**src/rtl/lfsr_gen_if.sv**
```systemverilog
// Control and status bundle for lfsr_gen.
// The master drives step/load requests. The slave (the generator) returns state and status.
interface lfsr_gen_if #(
   parameter int unsigned WIDTH = 6
);
   logic             en;
   logic             load;
   logic [WIDTH-1:0] seed_in;
   logic [WIDTH-1:0] q;
   logic             wrap;
   logic [WIDTH-1:0] period;
   logic             lockup;

   modport master (
      output en,
      output load,
      output seed_in,
      input  q,
      input  wrap,
      input  period,
      input  lockup
   );

   modport slave (
      input  en,
      input  load,
      input  seed_in,
      output q,
      output wrap,
      output period,
      output lockup
   );
endinterface

```
**src/rtl/lfsr_gen.sv**
```systemverilog
// Parametrised Galois LFSR with runtime seed load, step enable, period measurement
// and recovery from the all-zero lock-up state.
module lfsr_gen #(
   parameter int unsigned      WIDTH = 6,
   parameter logic [WIDTH-1:0] TAPS  = 6'b110100,
   parameter logic [WIDTH-1:0] SEED  = {WIDTH{1'b1}}
) (
   input logic        clk,
   input logic        rst_b,
   lfsr_gen_if.slave  bus
);

   // Reject parameter sets that cannot produce a useful sequence.
   if (WIDTH < 3 || WIDTH > 32) begin : g_bad_width
      $error("lfsr_gen: WIDTH must be in 3..32");
   end
   if (SEED == '0) begin : g_bad_seed
      $error("lfsr_gen: SEED must be non-zero");
   end

   // Stage 0 always takes the feedback bit, whatever TAPS[0] says.
   localparam logic [WIDTH-1:0] FB_MASK = {TAPS[WIDTH-1:1], 1'b1};

   logic [WIDTH-1:0] q_q, q_d;
   logic [WIDTH-1:0] start_q, start_d;
   logic [WIDTH-1:0] cnt_q, cnt_d;
   logic [WIDTH-1:0] period_q, period_d;
   logic             wrap_q, wrap_d;
   logic             lockup_q, lockup_d;
   logic [WIDTH-1:0] step_val;

   // One Galois step: shift up and fold the old MSB into the tapped stages.
   always_comb begin
      step_val = {q_q[WIDTH-2:0], 1'b0} ^ ({WIDTH{q_q[WIDTH-1]}} & FB_MASK);
   end

   // Next-state selection with load > step > hold priority.
   always_comb begin
      q_d      = q_q;
      start_d  = start_q;
      cnt_d    = cnt_q;
      period_d = period_q;
      wrap_d   = 1'b0;
      lockup_d = 1'b0;
      if (bus.load) begin
         q_d      = bus.seed_in;
         start_d  = bus.seed_in;
         cnt_d    = '0;
         period_d = '0;
      end else if (bus.en) begin
         if (q_q == '0) begin
            // Zero is a fixed point of the step map; restart from SEED, keep old period.
            q_d      = SEED;
            start_d  = SEED;
            cnt_d    = '0;
            lockup_d = 1'b1;
         end else begin
            q_d = step_val;
            if (step_val == start_q) begin
               // Orbit length never exceeds 2^WIDTH-1, so cnt+1 always fits.
               wrap_d   = 1'b1;
               period_d = cnt_q + 1'b1;
               cnt_d    = '0;
            end else begin
               cnt_d = cnt_q + 1'b1;
            end
         end
      end
   end

   // State registers with synchronous active-low reset.
   always_ff @(posedge clk) begin
      if (!rst_b) begin
         q_q      <= SEED;
         start_q  <= SEED;
         cnt_q    <= '0;
         period_q <= '0;
         wrap_q   <= 1'b0;
         lockup_q <= 1'b0;
      end else begin
         q_q      <= q_d;
         start_q  <= start_d;
         cnt_q    <= cnt_d;
         period_q <= period_d;
         wrap_q   <= wrap_d;
         lockup_q <= lockup_d;
      end
   end

   assign bus.q      = q_q;
   assign bus.wrap   = wrap_q;
   assign bus.period = period_q;
   assign bus.lockup = lockup_q;

endmodule
```
**src/flat_wrapper.sv**
```systemverilog
// flat-port wrapper written by rule: the top's interface ports become plain ports
module lfsr_gen_flat 
#(
   parameter int unsigned      WIDTH = 6,
   parameter logic [WIDTH-1:0] TAPS  = 6'b110100,
   parameter logic [WIDTH-1:0] SEED  = {WIDTH{1'b1}}
)
  (clk, rst_b, bus_en, bus_load, bus_seed_in, bus_q, bus_wrap, bus_period, bus_lockup);
  lfsr_gen_if #(.WIDTH(WIDTH)) bus_i ();
  input logic clk;
  input logic rst_b;
  input wire logic [$bits(bus_i.en)-1:0] bus_en;
  input wire logic [$bits(bus_i.load)-1:0] bus_load;
  input wire logic [$bits(bus_i.seed_in)-1:0] bus_seed_in;
  output wire logic [$bits(bus_i.q)-1:0] bus_q;
  output wire logic [$bits(bus_i.wrap)-1:0] bus_wrap;
  output wire logic [$bits(bus_i.period)-1:0] bus_period;
  output wire logic [$bits(bus_i.lockup)-1:0] bus_lockup;
  assign bus_i.en = bus_en;
  assign bus_i.load = bus_load;
  assign bus_i.seed_in = bus_seed_in;
  assign bus_q = bus_i.q;
  assign bus_wrap = bus_i.wrap;
  assign bus_period = bus_i.period;
  assign bus_lockup = bus_i.lockup;
  lfsr_gen #(.WIDTH(WIDTH), .TAPS(TAPS), .SEED(SEED)) u_core (.clk(clk), .rst_b(rst_b), .bus(bus_i));
endmodule
```
**config.mk**
```make
export PLATFORM = sky130hd
export DESIGN_NAME = lfsr_gen_flat
export DESIGN_NICKNAME = d
export VERILOG_FILES = /design/src/rtl/lfsr_gen_if.sv /design/src/rtl/lfsr_gen.sv /design/src/flat_wrapper.sv
export SDC_FILE = /design/constraint.sdc
export NUM_CORES = 1
export LEC_CHECK = 0
export CAP_MARGIN = 20
export CELL_PAD_IN_SITES_DETAIL_PLACEMENT = 1
export CELL_PAD_IN_SITES_GLOBAL_PLACEMENT = 1
export CORE_ASPECT_RATIO = 0.7
export CORE_MARGIN = 3
export CORE_UTILIZATION = 40
export CTS_CLUSTER_DIAMETER = 80
export DETAILED_ROUTE_END_ITERATION = 6
export GPL_ROUTABILITY_DRIVEN = 0
export PLACE_DENSITY_LB_ADDON = 0.08
export SYNTH_ARGS = -nofsm -noshare
export SYNTH_HDL_FRONTEND = slang
export SYNTH_SLANG_ARGS = --single-unit
```
**constraint.sdc**
```tcl
create_clock -name clk -period 4.3 [get_ports clk]
set_input_delay 0.645 -clock clk [delete_from_list [all_inputs] [get_ports clk]]
set_output_delay 0.645 -clock clk [all_outputs]
set_load 0.05 [all_outputs]
```
# [Yosys cells after proc, flatten, opt, wreduce, memory -nomap -nowiden]
# Index checks and enable logic that the tools add are counted.
[totals] out_inout_bits=14 ff_bits=26 inputBits=10 word_cells=30
[classes] bitwise_logic=4 n_eq_ne=1 n_reduce_logical=8 mux=10 addsub=1
[op_table] operator="6-bit 2-to-1 mux" n=8
[op_table] operator="6-bit by 1-bit adder with 6-bit output, second input constant" n=1
[op_table] operator="6-bit equality test" n=1
[op_table] operator="6-bit zero test" n=1
[op_table] operator="6-bit bitwise XOR" n=1
[op_table] operator="2-bit nonzero test" n=2
[op_table] operator="4-bit OR reduction" n=1
[op_table] operator="1-bit inverter" n=3
[op_table] operator="3-bit AND reduction" n=1
[op_table] operator="3-bit OR reduction" n=1
[op_table] operator="1-bit 2-to-1 mux" n=2
[op_table] operator="2-bit AND reduction" n=1
[op_table] operator="2-bit OR reduction" n=1

# [Longest topological paths before layout]
# Gate-level depths: netlist of run 1.
[depth] ltp_word=4 depth_mapped=9 depth_no_buf=7

# [Worst setup path before layout of run 1]
# Ideal clock, no wire load.
[synth_timing] kind="flip-flop to flip-flop" startpoint="register u_core.q_q[5], in the netlist u_core.bus.q[5]" endpoint="register u_core.period_q[1], in the netlist u_core.bus.period[1]" stages_incl_launch_ff=9 period_less_slack_ns=2.384 arrival_ns=2.257 slack_ns=1.916 path_buffers=1 required_ns=4.172 path_cell_list="dfxtp_1 -> buf_6 -> inv_1 -> ha_1 -> xnor2_1 -> nand4_1 -> nor4_4 -> mux2i_1 -> nor2_1"
[synth_between] elab_chain_len=3 word_cells_on_any_way=5 cone_classes="eq/ne: 1; bitwise: 2; reduce/logical: 2"
[synth_lines] item="from (decl)" line="lfsr_gen.sv:24" source="logic [WIDTH-1:0] q_q, q_d;"
[synth_lines] item="from (signal assigned)" line="lfsr_gen.sv:81" source="q_q <= q_d;"
[synth_lines] item="6-bit bitwise XOR or 6-bit zero test (tied branches)" line="lfsr_gen.sv:34, lfsr_gen.sv:51"
[synth_lines] item="6-bit equality test or 1-bit inverter (tied branches)"
[synth_lines] item="3-bit AND reduction (no source line) *"
[synth_lines] item="to (signal assigned)" line="lfsr_gen.sv:84" source="period_q <= period_d;"
[synth_lines] item="to (decl)" line="lfsr_gen.sv:27" source="logic [WIDTH-1:0] period_q, period_d;"
# Every way passes the cells marked *; elsewhere a longest branch is shown, timed or not.
# A chain may end at the register's enable or synchronous reset.

# [Final worst setup path of run 1]
[layout_timing] startpoint="input port bus_en" endpoint="register u_core.period_q[1], in the netlist u_core.bus.period[1]"
[layout_between] elab_chain_len=1
[layout_lines] item="from (decl)" line="flat_wrapper.sv:12" source="input wire logic [$bits(bus_i.en)-1:0] bus_en;"
[layout_lines] item="3-bit AND reduction (no source line)"
# No other way between the ends.

==> flow_summary.toml, run 1 <==
[routing]
wire_per_inst_um = 16.1
num_vias = 1005
dr.pass1.iters = 4
routed_wl_um = 3040
viasPerCell = 5.32
first_iter_violations = 77
ant_nets = 0
drc_errors = 0

[grt]
grt_start_max_net_pins = 15
met3_usage_pct = 6.18
grt_pass1_vias = 1010
use_met2_pct = 26.2
antenna_found_initial = 0
gr-total-overflow = 0
grt.busiest_layer = "met1"
grt_use_total_pct = 18.4
grtUsageMet1_pct = 26.6
grt_pass1_wl_um = 5130

[status]
outcome = "completed"

[clock_tree]
cts_tree = "done"
cts_sinks = 26
clock_path_buffers = 2
clock_latency_ns = 0.27
postCtsResizedCells = 0
clk_pin_slew_ns = 0.09
cts_made_buffers = 3
cts_setup_buffers = 0
cts-root-buf = "clkbuf_8"
ctsHtreeMaxLevel = 1
holdBufCountCts = 0

[finish]
drive_gt1_share_pct = 4.52
ff_latch_area_sq_um = 520
final_area_sq_um = 1480
multi_input_area_sq_um = 624
antennaDiodeCount = 0
final_common_cell = "dfxtp_1"
final_cell_mix = "dfxtp_1 (26), nor2_1 (24), clkdlybuf4s50_1 (23), nand2_1 (9)"
post-route-util_pct = 56.1
syn_to_final_growth_pct = 24.4
n_fill_cell = 316
final_nets = 168

[worst_hold_path]
min_path_cells = 2
worstHoldStart = "u_core.bus.period[2]"
worstHoldPathType = "reg -> reg"

[run]
cap_violations = 0

[power_and_ir_drop]
seqPwrFrac_pct = 51.5
cellInternalPower_w = 0.000368
switching_share_pct = 27.3
p_leak_nw = 0.533
p_total_w = 0.000506
combPwrFrac_pct = 17.3
irDropWorstVdd_uv = 209
net-switching-power_w = 0.000138
power.density_nw_per_um2 = 341
p_clk_share_pct = 31.2

[placement]
post-place-ws_ns = 1.56
port_buffers = 23
placed_area_sq_um = 1430
hpwl_um = 2270

[yosys]
synth_seq_cells = 26
avgSynthCellArea_sq_um = 8.83
yosys_warnings = 0
syn-num-nets = 147
synth.distinct_cells = 30
synthCells = 135
syn_area_sq_um = 1190
synth.yosys.seq_area_share_pct = 43.7

[sta]
hold_violations = 0
tightest_slew_ns = 0.585
fmax_ghz = 0.414
finalSetupViolations = 0
relSlewSlack_pct = 61.0
tns_ns = 0
fin_worst_skew_ns = 0.00245
fin_crit_ns = 2.42
setup_ws_ns = 1.88
timing.final.crit_share_pct = 56.2
rsz0062_at_grt = "false"
maxSlewViolCount = 0

[floorplan]
dieWidth_um = 71.3
coreArea_sq_um = 2650
die_h_um = 51.7
num_io_pins = 24
start_util_pct = 45.1
fp-row-count = 15
dieArea_sq_um = 3680

[worst_setup_path]
path_class = "in -> reg"
critPathRequiredTime_ns = 4.44
arrival_ns = 2.56
endpoint_kind = "flip-flop"
critPathLaunch = "bus_en"
r2r_cells = 7
worstReg2RegStart = "u_core.bus.q[5]"
start_kind = "input port"
crit_fanout = 12
[logic make-up after synthesis]
kind of cell	share of synthesized area, %
adders and majority gates	2.10
buffers and inverters	3.99
DFF	43.7
xor gates and xnor gates	10.3
and+or+nand+nor	21.3
muxes	1.68
AOI/OAI and AO/OA	17.0
[flip-flops by register name, indices dropped and copies added, names as in the netlist]
| name | cells |
|---|---|
| u_core.start_q | 6 |
| u_core.bus.period | 6 |
| u_core.bus.wrap | 1 |
| u_core.bus.q | 6 |
| u_core.cnt_q | 6 |
| u_core.bus.lockup | 1 |
[Yosys cell counts]
library cell,number,area [sq um]
a21o_1,1,7.51
clkbuf_1,4,15.0
a211oi_1,6,45.0
a22oi_1,1,7.51
inv_1,3,11.3
a21oi_1,8,40.0
dfxtp_1,26,521
xnor2_1,7,61.3
xor2_1,2,17.5
nor2b_1,7,43.8
nand2_1,9,33.8
nand4_1,1,6.26
xnor2_4,1,27.5
and2_1,1,6.26
xnor2_2,1,16.3
buf_6,1,11.3
o21ai_1,8,40.0
o211ai_1,6,45.0
ha_1,2,25.0
buf_2,2,10.0
a32oi_1,2,17.5
mux2i_1,2,20.0
nand3b_1,1,7.51
nor4_4,1,21.3
nor4_1,1,6.26
or3_1,1,6.26
nand3_1,3,15.0
nand2b_1,2,12.5
nor2_1,24,90.1
nor3_1,1,5.00
[critical path, cell delays in order]
cell,delay (ns)
clkdlybuf4s50_1,0.64
inv_1,0.27
a21o_1,0.27
nor4_4,0.44
mux2i_1,0.24
nor2_1,0.05
[worst paths after layout]
path                                        endpoint  slack, ns
worst max-delay path            u_core.bus.period[1]       1.88
worst min-delay path            u_core.bus.period[2]       0.51
worst max register to register  u_core.bus.period[1]       1.95
worst min register to register  u_core.bus.period[2]       0.51
[final cells by class]
type                    instances  share of cell area [%]
multi-input cells              99                    42.1
flip-flops and latches         26                    35.1
repair buffers                 23                    15.5
clock buffers                   4                    3.71
well taps                      34                    2.87
inverters                       3                   0.759
[power by group through the flow]
stage	Clock, W	Sequential [W]	Combinational, W
after floorplan	0	0.000278	0.0000481
after CTS	0.000161	0.000261	0.0000875
final	0.000158	0.000261	0.0000873
after global placement	0	0.000266	0.0000850
after detailed placement	0	0.000266	0.0000869
after global routing	0.000177	0.000262	0.0000942
[per-layer routing]
| layer | up-vias | wire [um] |
|---|---|---|
| li1 | 504 | - |
| met5 | - | 0 |
| met4 | 0 | 14 |
| met2 | 25 | 1160 |
| met3 | 2 | 168 |
| met1 | 474 | 1700 |
[metrics by stage]
stage / std cells / hold WS (ns)
CTS: 189 / 0.518
floorplan: 135 / 0.470
detailed placement: 185 / 0.499
global route: 189 / 0.544
global placement: 185 / 0.489
finish: 189 / 0.513
Power figures use the tool's default switching activity.
==> inputs of run 2 (changes only) <==
CORE_UTILIZATION = 37   (was 40)
clock period = 2.4 ns   (was 4.3 ns; I/O delays follow)
==> flow_summary.toml, run 2 (synthesized netlist as in run 1, its figures left out) <==
[worst_setup_path]
crit_fanout = 7
endpoint = "u_core.cnt_q[1]"
path_class = "reg -> reg"
critPathRequiredTime_ns = 2.55
endpoint_kind = "flip-flop"
r2r_cells = 7
worstReg2RegStart = "u_core.bus.q[4]"
start_kind = "flip-flop"
rrSetupSlack_ns = 0.26
r2r_end = "u_core.cnt_q[1]"
arrival_ns = 2.29
critPathLaunch = "u_core.bus.q[4]"

[placement]
hpwl_um = 2250
placed_cells = 191
placed_area_sq_um = 1460
port_buffers = 23

[routing]
ant_nets = 0
wire_per_inst_um = 16.2
drc_errors = 0
dr.pass1.iters = 4
num_vias = 999
viasPerCell = 5.12
first_iter_violations = 58
routed_wl_um = 3150

[sta]
fin_worst_skew_ns = 0.00160
tns_ns = 0
finalSetupViolations = 0
timing.final.crit_share_pct = 89.3
tightest_slew_ns = 0.564
hold_violations = 0
fmax_ghz = 0.467
rsz0062_at_grt = "false"
fin_crit_ns = 2.14
maxSlewViolCount = 0
relSlewSlack_pct = 62.1

[finish]
final_common_cell = "dfxtp_1"
syn_to_final_growth_pct = 27.2
instances_no_fill = 195
final_area_sq_um = 1520
final_nets = 172
final_cell_mix = "dfxtp_1 (26), nor2_1 (24), clkdlybuf4s50_1 (23), nand2_1 (9)"
antennaDiodeCount = 0
drive_gt1_share_pct = 6.92

[clock_tree]
holdBufCountCts = 0
cts_made_buffers = 3
postCtsResizedCells = 0
clock_latency_ns = 0.27
clock_path_buffers = 2
cts_sinks = 26
cts-root-buf = "clkbuf_8"
cts_tree = "done"
ctsHtreeMaxLevel = 1
cts_setup_buffers = 0
clk_pin_slew_ns = 0.09

[power_and_ir_drop]
power.density_nw_per_um2 = 605
irDropWorstVdd_uv = 302
p_leak_nw = 0.553

[floorplan]
dieWidth_um = 73.9
die_h_um = 53.5
dieArea_sq_um = 3950
num_io_pins = 24
start_util_pct = 40.5
coreArea_sq_um = 2940
fp-row-count = 16

[grt]
grt_pass1_wl_um = 5350
gr-total-overflow = 0
grt_start_max_net_pins = 15
antenna_found_initial = 0
grt_use_total_pct = 18.5
grt_pass1_vias = 1043

[worst_hold_path]
worstHoldPathType = "reg -> reg"

[run]
cap_violations = 0

[status]
outcome = "completed"
[run 2: through the flow]
step	total power [W]	setup WS [ns]	hold slack (ns)	utilization (%)
after floorplan	0.000584	0.0157	0.440	-
after global placement	0.000635	0.356	0.489	49.7
after detailed placement	0.000638	0.250	0.493	49.7
after CTS	0.000925	0.229	0.510	51.5
after global routing	0.000956	0.0926	0.526	51.5
final	0.000918	0.258	0.510	51.5
[run 2: how the worst min path moves through the flow]
stage / from / depth (start not counted) / slack [ns] / to
finish: u_core.bus.period[3] / 2 / 0.51 / u_core.bus.period[3]
global route: u_core.bus.period[0] / 2 / 0.53 / u_core.bus.period[0]
CTS: u_core.bus.period[3] / 2 / 0.51 / u_core.bus.period[3]
detailed placement: u_core.bus.period[1] / 2 / 0.49 / u_core.bus.period[1]
global placement: u_core.bus.period[4] / 2 / 0.49 / u_core.bus.period[4]
floorplan: rst_b / 1 / 0.44 / u_core.bus.q[2]
[run 2: critical path, cell delays in order, from the launching register on]
cell	delay, ns
dfxtp_1	0.37
inv_1	0.07
ha_1	0.32
xnor2_1	0.16
nand4_1	0.20
or3_1	0.56
a32oi_1	0.30
nor2_1	0.06
[run 2: layout make-up]
cell class,count,area [sq um]
clock buffers,4,55.1
fillers,342,1430
inverters,3,11.3
multi-input cells,99,624
flip-flops and latches,26,520
well taps,36,45.0
repair buffers,27,260
[run 2: routing by layer]
metal | routed length, um | up-vias | share of wire, % | GRT usage, %
met5 | 0 | - | 0 | 0
met4 | 32 | 0 | 1.0 | 5.42
met2 | 1290 | 20 | 41 | 26.5
met1 | 1710 | 462 | 54 | 27.0
met3 | 120 | 4 | 3.8 | 4.55
li1 | - | 513 | - | -
[run 2: power by group]
| group | internal [W] | switching, W | total [W] |
|---|---|---|---|
| Clock | 0.000147 | 0.000141 | 0.000288 |
| Combinational | 0.0000703 | 0.0000966 | 0.000167 |
| Sequential | 0.000446 | 0.0000170 | 0.000463 |
==> inputs of run 3 (changes only) <==
CAP_MARGIN = unset   (was 20)
==> results of run 3 <==
The final DEF is identical to that of run 2; final timing and power are the same.
